`src/rtl/tid_mask_collector.sv`:
```
// Thread-completion collector: captures an expected thread set, accumulates
// reported thread indices, and presents the collected set once complete.
module tid_mask_collector #(
  parameter int MASK_W = 64,
  parameter int TID_W  = 6
) (
  input  logic              clk,
  input  logic              rst_n,
  input  logic              flush,
  input  logic              start_valid,
  input  logic [MASK_W-1:0] start_mask,
  output logic              start_ready,
  input  logic              tid_valid,
  input  logic [TID_W-1:0]  tid,
  output logic              tid_ready,
  output logic              done_valid,
  input  logic              done_ready,
  output logic [MASK_W-1:0] done_mask,
  output logic [TID_W:0]    done_count,
  output logic              busy,
  output logic              err
);

  typedef enum logic [1:0] {
    ST_IDLE    = 2'd0,
    ST_COLLECT = 2'd1,
    ST_DONE    = 2'd2
  } state_e;

  localparam logic [TID_W:0]    MASK_W_L = (TID_W + 1)'(MASK_W);
  localparam logic [MASK_W-1:0] ONE_L    = {{(MASK_W - 1){1'b0}}, 1'b1};
  localparam logic [MASK_W-1:0] ZERO_L   = {MASK_W{1'b0}};

  state_e              state_q, state_d;
  logic [MASK_W-1:0]   expected_q, expected_d;
  logic [MASK_W-1:0]   collected_q, collected_d;
  logic [TID_W:0]      count_q, count_d;
  logic                err_q, err_d;

  logic                tid_in_range_s;
  logic [MASK_W-1:0]   tid_onehot_s;
  logic                tid_new_s;
  logic [MASK_W-1:0]   collected_upd_s;

  // Handshake readiness is a pure decode of the current state.
  always_comb begin
    start_ready = 1'b0;
    tid_ready   = 1'b0;
    done_valid  = 1'b0;
    case (state_q)
      ST_IDLE:    start_ready = 1'b1;
      ST_COLLECT: tid_ready   = 1'b1;
      ST_DONE:    done_valid  = 1'b1;
      default:    start_ready = 1'b0;
    endcase
  end

  assign busy       = (state_q != ST_IDLE);
  assign done_mask  = collected_q;
  assign done_count = count_q;
  assign err        = err_q;

  // Out-of-range indices decode to an all-zero one-hot and are never "new".
  always_comb begin
    tid_in_range_s  = ({1'b0, tid} < MASK_W_L);
    tid_onehot_s    = ONE_L << tid;
    tid_new_s       = tid_in_range_s && ((tid_onehot_s & expected_q & ~collected_q) != ZERO_L);
    collected_upd_s = collected_q | tid_onehot_s;
  end

  // Next-state logic; flush overrides every handshake in the same cycle.
  always_comb begin
    state_d     = state_q;
    expected_d  = expected_q;
    collected_d = collected_q;
    count_d     = count_q;
    err_d       = 1'b0;
    if (flush) begin
      state_d     = ST_IDLE;
      expected_d  = ZERO_L;
      collected_d = ZERO_L;
      count_d     = {(TID_W + 1){1'b0}};
    end else begin
      case (state_q)
        ST_IDLE: begin
          if (start_valid) begin
            expected_d  = start_mask;
            collected_d = ZERO_L;
            count_d     = {(TID_W + 1){1'b0}};
            if (start_mask == ZERO_L) begin
              state_d = ST_DONE;
            end else begin
              state_d = ST_COLLECT;
            end
          end else begin
            state_d = ST_IDLE;
          end
        end
        ST_COLLECT: begin
          if (tid_valid) begin
            if (tid_new_s) begin
              collected_d = collected_upd_s;
              if (count_q != MASK_W_L) begin
                count_d = count_q + {{TID_W{1'b0}}, 1'b1};
              end else begin
                count_d = count_q;
              end
              if (collected_upd_s == expected_q) begin
                state_d = ST_DONE;
              end else begin
                state_d = ST_COLLECT;
              end
            end else begin
              err_d = 1'b1;
            end
          end else begin
            state_d = ST_COLLECT;
          end
        end
        ST_DONE: begin
          if (done_ready) begin
            state_d = ST_IDLE;
          end else begin
            state_d = ST_DONE;
          end
        end
        default: state_d = ST_IDLE;
      endcase
    end
  end

  // State and datapath registers.
  always_ff @(posedge clk or negedge rst_n) begin
    if (!rst_n) begin
      state_q     <= ST_IDLE;
      expected_q  <= ZERO_L;
      collected_q <= ZERO_L;
      count_q     <= {(TID_W + 1){1'b0}};
      err_q       <= 1'b0;
    end else begin
      state_q     <= state_d;
      expected_q  <= expected_d;
      collected_q <= collected_d;
      count_q     <= count_d;
      err_q       <= err_d;
    end
  end

endmodule

```
`config.mk`:
```
export PLATFORM = sky130hd
export DESIGN_NAME = tid_mask_collector
export DESIGN_NICKNAME = d
export VERILOG_FILES = /design/src/rtl/tid_mask_collector.sv
export SDC_FILE = /design/constraint.sdc
export NUM_CORES = 1
export LEC_CHECK = 0
export ABC_CLOCK_PERIOD_IN_PS = 3400
export BUFFER_PORTS_ARGS = -buffer_cell sky130_fd_sc_hd__buf_2
export CAP_MARGIN = 20
export CELL_PAD_IN_SITES_DETAIL_PLACEMENT = 1
export CELL_PAD_IN_SITES_GLOBAL_PLACEMENT = 1
export CORE_AREA = 2 2 141 143
export CTS_BUF_LIST = sky130_fd_sc_hd__clkbuf_16
export CTS_CLUSTER_DIAMETER = 50
export CTS_CLUSTER_SIZE = 14
export DETAILED_ROUTE_END_ITERATION = 8
export DIE_AREA = 0 0 143 145
export PLACE_DENSITY_LB_ADDON = 0.1
export SKIP_LAST_GASP = 1
export SLEW_MARGIN = 20
export SYNTH_ARGS = -nofsm -noshare
export SYNTH_HDL_FRONTEND = slang
export SYNTH_SLANG_ARGS = --single-unit
```
`constraint.sdc`:
```
create_clock -name clk -period 3.4 [get_ports clk]
set_clock_uncertainty 0.2 [all_clocks]
set_input_delay 0 -clock clk [delete_from_list [all_inputs] [get_ports clk]]
set_output_delay 0 -clock clk [all_outputs]
set_load 0.02 [all_outputs]
```
==> metrics.md <==
| Metric | Value |
|---|---|
| Syn Area/Cell | 9.320 um2 |
| WP buf/inv | 4 |
| FP Rows | 51 |
| Final min period | 3.205 ns |
| Least-Margin Pin Slew | 0.9370 ns |
| Antenna violations before repair | 0 |
| Final worst-path cycle share | 0.9427 |
| Final Setup Violations | 0 |
| CTS tree | built |
| Async set-or-reset flop fraction in the synthesized netlist | 1.000 |
| Leakage power | 0.004619 uW |
| Die W | 143 um |
| Required @ worst endpoint | 3.52 ns |
| DR vias/cell | 6.270 |
| RSZ-0062 raised after global routing | no |
| Synthesized cell area | 0.008071 mm2 |
| Status | completed |
| Layout Cells excl Fill | 1358 |
| Netlist cell types | 66 |
| CP arrival | 3.33 ns |
| # fillers | 2211 |
| Via Count | 8514 |
| Peak supply drop | 0.3035 mV |
| Routed wire length | 36.42 mm |
| First drt pass iteration count | 5 |
| Crit start category | input pin |
| Max-slew headroom | 0.3737 |
| Largest net degree at the start of global routing | 74 |
| Final-report hold violation count | 0 |
| Routability congestion estimate | 1.025 |
| Clock Latency Late Sink | 0.43 ns |
| Die height | 145 um |
| Initial core utilization | 0.4202 |
| Clock sink count | 138 |
| CTS Buffer Depth | 2 |
| Global route overflow | 0 |
| Total GRT Usage | 0.3542 |
| Core ar. | 0.01921 mm2 |
| Cell area power density | 465.6 mW/mm2 |
| CP max-delay cell | dlygate4sd3_1 |
| Htree depth | 4 |
| Antenna viol nets, final | 0 |
| CTS root buf | clkbuf_16 |
| Antenna diode count | 0 |
| Largest fanout on the critical path | 22 |
| Min-delay worst type | in -> reg |
| DRC Markers | 0 |
| Setup TNS Final | 0 ns |
| Max-cap violations | 0 |
| Clk slew on worst S/H paths | 0.07 ns |
| Vias in the first global route | 8661 |
| Crit path max-delay family | simple AND/OR/NAND/NOR gates |
| Share of layout cells above drive strength 1 | 0.2242 |
| Input/output buffers | 151 |
| First-pass GRT wire length | 54.84 mm |
| Most common cell type on the critical path | buf_4 |
| Num ports | 152 |
| Starting DRT DRC Count | 696 |
| Setup crit end kind | flop |
| Post-synth EDFFs | 0 |
| Placed Cells | 1254 |
| Yosys warning count | 0 |
| Die Area | 0.02074 mm2 |
| Primary FF master, synth | dfrtp_1 |
| Max Freq | 312.0 MHz |
| Critical Path Max Stage Delay | 0.55 ns |
| Final Max Slew Viols | 0 |
| Cell-by-cell trace of the critical path | dlygate4sd3_1 > buf_2 > buf_4 > or2_2 > buf_4 > nor2_1 > a2111oi_2 > and4_1 > and3_4 > or3_4 > o31ai_1 |
| Number of synthesized register bits | 138 |
| Layout area overhead | 30.26% |
| Total CTS buffers | 17 |
| Overall Power | 4895 uW |
| Post-DR wirelength/cell | 26.82 um |
| Setup bufs post-CTS | 0 |
| Seq/Total Area, Yosys | 0.4278 |
| HPWL Detailed | 26.55 mm |
| CP Class | in -> reg |
| Nets | 1158 |
| Synthesized Nets | 944 |
| Mapped Cells | 866 |
[synthesized netlist by cell type, types with 3 or more instances]
cell type | n | area share
o211ai_1 | 3 | 0.0028
a32oi_1 | 3 | 0.0033
mux2i_1 | 3 | 0.0037
nor3_1 | 51 | 0.032
buf_4 | 6 | 0.0056
a2111oi_0 | 4 | 0.0043
nor4_1 | 50 | 0.039
buf_2 | 21 | 0.013
o32ai_1 | 6 | 0.0065
nor4b_1 | 3 | 0.0033
nand3b_1 | 5 | 0.0047
and3_1 | 4 | 0.0031
nand4_1 | 19 | 0.015
o2111ai_1 | 7 | 0.0076
o21a_1 | 64 | 0.060
nor2b_1 | 13 | 0.010
nand2b_1 | 14 | 0.011
o22ai_1 | 18 | 0.014
dfrtp_1 | 138 | 0.43
and2_1 | 6 | 0.0047
xnor2_1 | 7 | 0.0076
nand3_1 | 19 | 0.012
and4b_1 | 4 | 0.0050
inv_1 | 45 | 0.021
buf_6 | 4 | 0.0056
clkbuf_1 | 35 | 0.016
and4bb_2 | 4 | 0.0062
buf_1 | 4 | 0.0019
nor3b_1 | 5 | 0.0047
nand4b_1 | 15 | 0.016
o21ai_0 | 18 | 0.011
xor2_1 | 16 | 0.017
a21oi_1 | 47 | 0.029
nor2_1 | 21 | 0.0098
a22o_1 | 65 | 0.071
nor4bb_1 | 4 | 0.0050
nand2_1 | 62 | 0.029
o31ai_1 | 8 | 0.0074
and4_1 | 6 | 0.0065
a32o_1 | 3 | 0.0037
a221oi_1 | 4 | 0.0043
a31oi_1 | 5 | 0.0039
[tightest hold or removal path: stages]
cell and delay (ns):
buf_2 0.28, nand2_1 0.15, nor4_1 0.05, o21a_1 0.16
[placed cells by master (no fill, tap or decap), types with 5 or more instances in the layout]
cell type and n:
buf_2 150, dfrtp_1 138, dlygate4sd3_1 71, a22o_1 65, o21a_1 64, nand2_1 61
nor3_1 51, nor4_1 50, inv_1 46, a21oi_1 46, buf_4 38, nor2_1 21
nand4_1 19, nand3_1 19, o22ai_1 18, o21ai_0 18, clkbuf_16 17, xor2_1 16
nand4b_1 15, nand2b_1 14, nor2b_1 12, o31ai_1 8, o2111ai_1 7, xnor2_1 7
o32ai_1 6, and4_1 6, clkinvlp_4 6, and2_1 5, nand3b_1 5, nor3b_1 5
a31oi_1 5, buf_12 5
[where the power goes]
| group | internal [uW] | switching (uW) |
|---|---|---|
| combinational | 441 | 732 |
| sequential | 1760 | 185 |
| clock | 942 | 833 |
[per-layer routing]
layer,track usage,routed length [um],vias up
met5,0,0,-
met4,0.1347,1346,0
met3,0.05611,2358,85
met2,0.5610,17020,410
met1,0.4865,15700,4288
li1,-,-,3731
[path summary, 6_finish.rpt]
path / from / end / slack (ns) / cells after the start
setup / recovery: tid[5] / done_count[5]$_DFFE_PN0P_ / 0.19 / 11
hold / removal: tid[3] / done_mask[46]$_DFFE_PN0P_ / 0.06 / 4
setup reg to reg: expected_q[59]$_DFFE_PN0P_ / done_mask[30]$_DFFE_PN0P_ / 0.34 / 9
hold reg to reg: expected_q[28]$_DFFE_PN0P_ / expected_q[28]$_DFFE_PN0P_ / 0.31 / 1
max in group asynchronous: rst_n / expected_q[29]$_DFFE_PN0P_ / 2.15 / 4
min in group asynchronous: rst_n / expected_q[1]$_DFFE_PN0P_ / 0.48 / 4
[registers in the layout (all words and copies together) (netlist names)]
signal	cells
done_count	7
done_mask	64
state_q	2
err	1
expected_q	64
[logic make-up after synthesis]
kind of cell             share of synthesized area
multiplexers                              0.005116
buffers and inverters                      0.06386
flip-flops                                  0.4278
adder cells (fa/ha/maj)                   0.003100
XOR/XNOR                                   0.02496
AND/OR/NAND/NOR                             0.2341
AO/OA/AOI/OAI                               0.2411
[repair_timing]
item	CTS	global route
endpoints found under the setup margin	0	56
hold buffers	72	0
endpoints found under the hold margin	214	0
resized for setup	0	4
[metrics by stage]
| stage | utilization | instance area (um2) | setup slack [ns] | hold slack (ns) |
|---|---|---|---|---|
| floorplan | - | 8071 | 0.9080 | -0.4956 |
| finish | 0.5474 | 10510 | 0.1948 | 0.05565 |
| global placement | 0.4801 | 9221 | -0.1032 | -0.1541 |
| CTS | 0.5467 | 10500 | 0.08227 | 0.01577 |
| detailed placement | 0.4801 | 9221 | -0.06347 | -0.1569 |
| global route | 0.5474 | 10510 | 0.05995 | 0.1024 |
[cell type report]
class	count	area [um2]	area share
clock buffer	17	425.4	0.04046
inverter	45	168.9	0.01607
timing repair buffer	266	1886	0.1793
tap	265	331.6	0.03154
clock inverter	15	116.4	0.01107
multi-input combinational	612	4133	0.3931
sequential	138	3453	0.3285
Note: power is estimated with default switching activity, not from simulation.
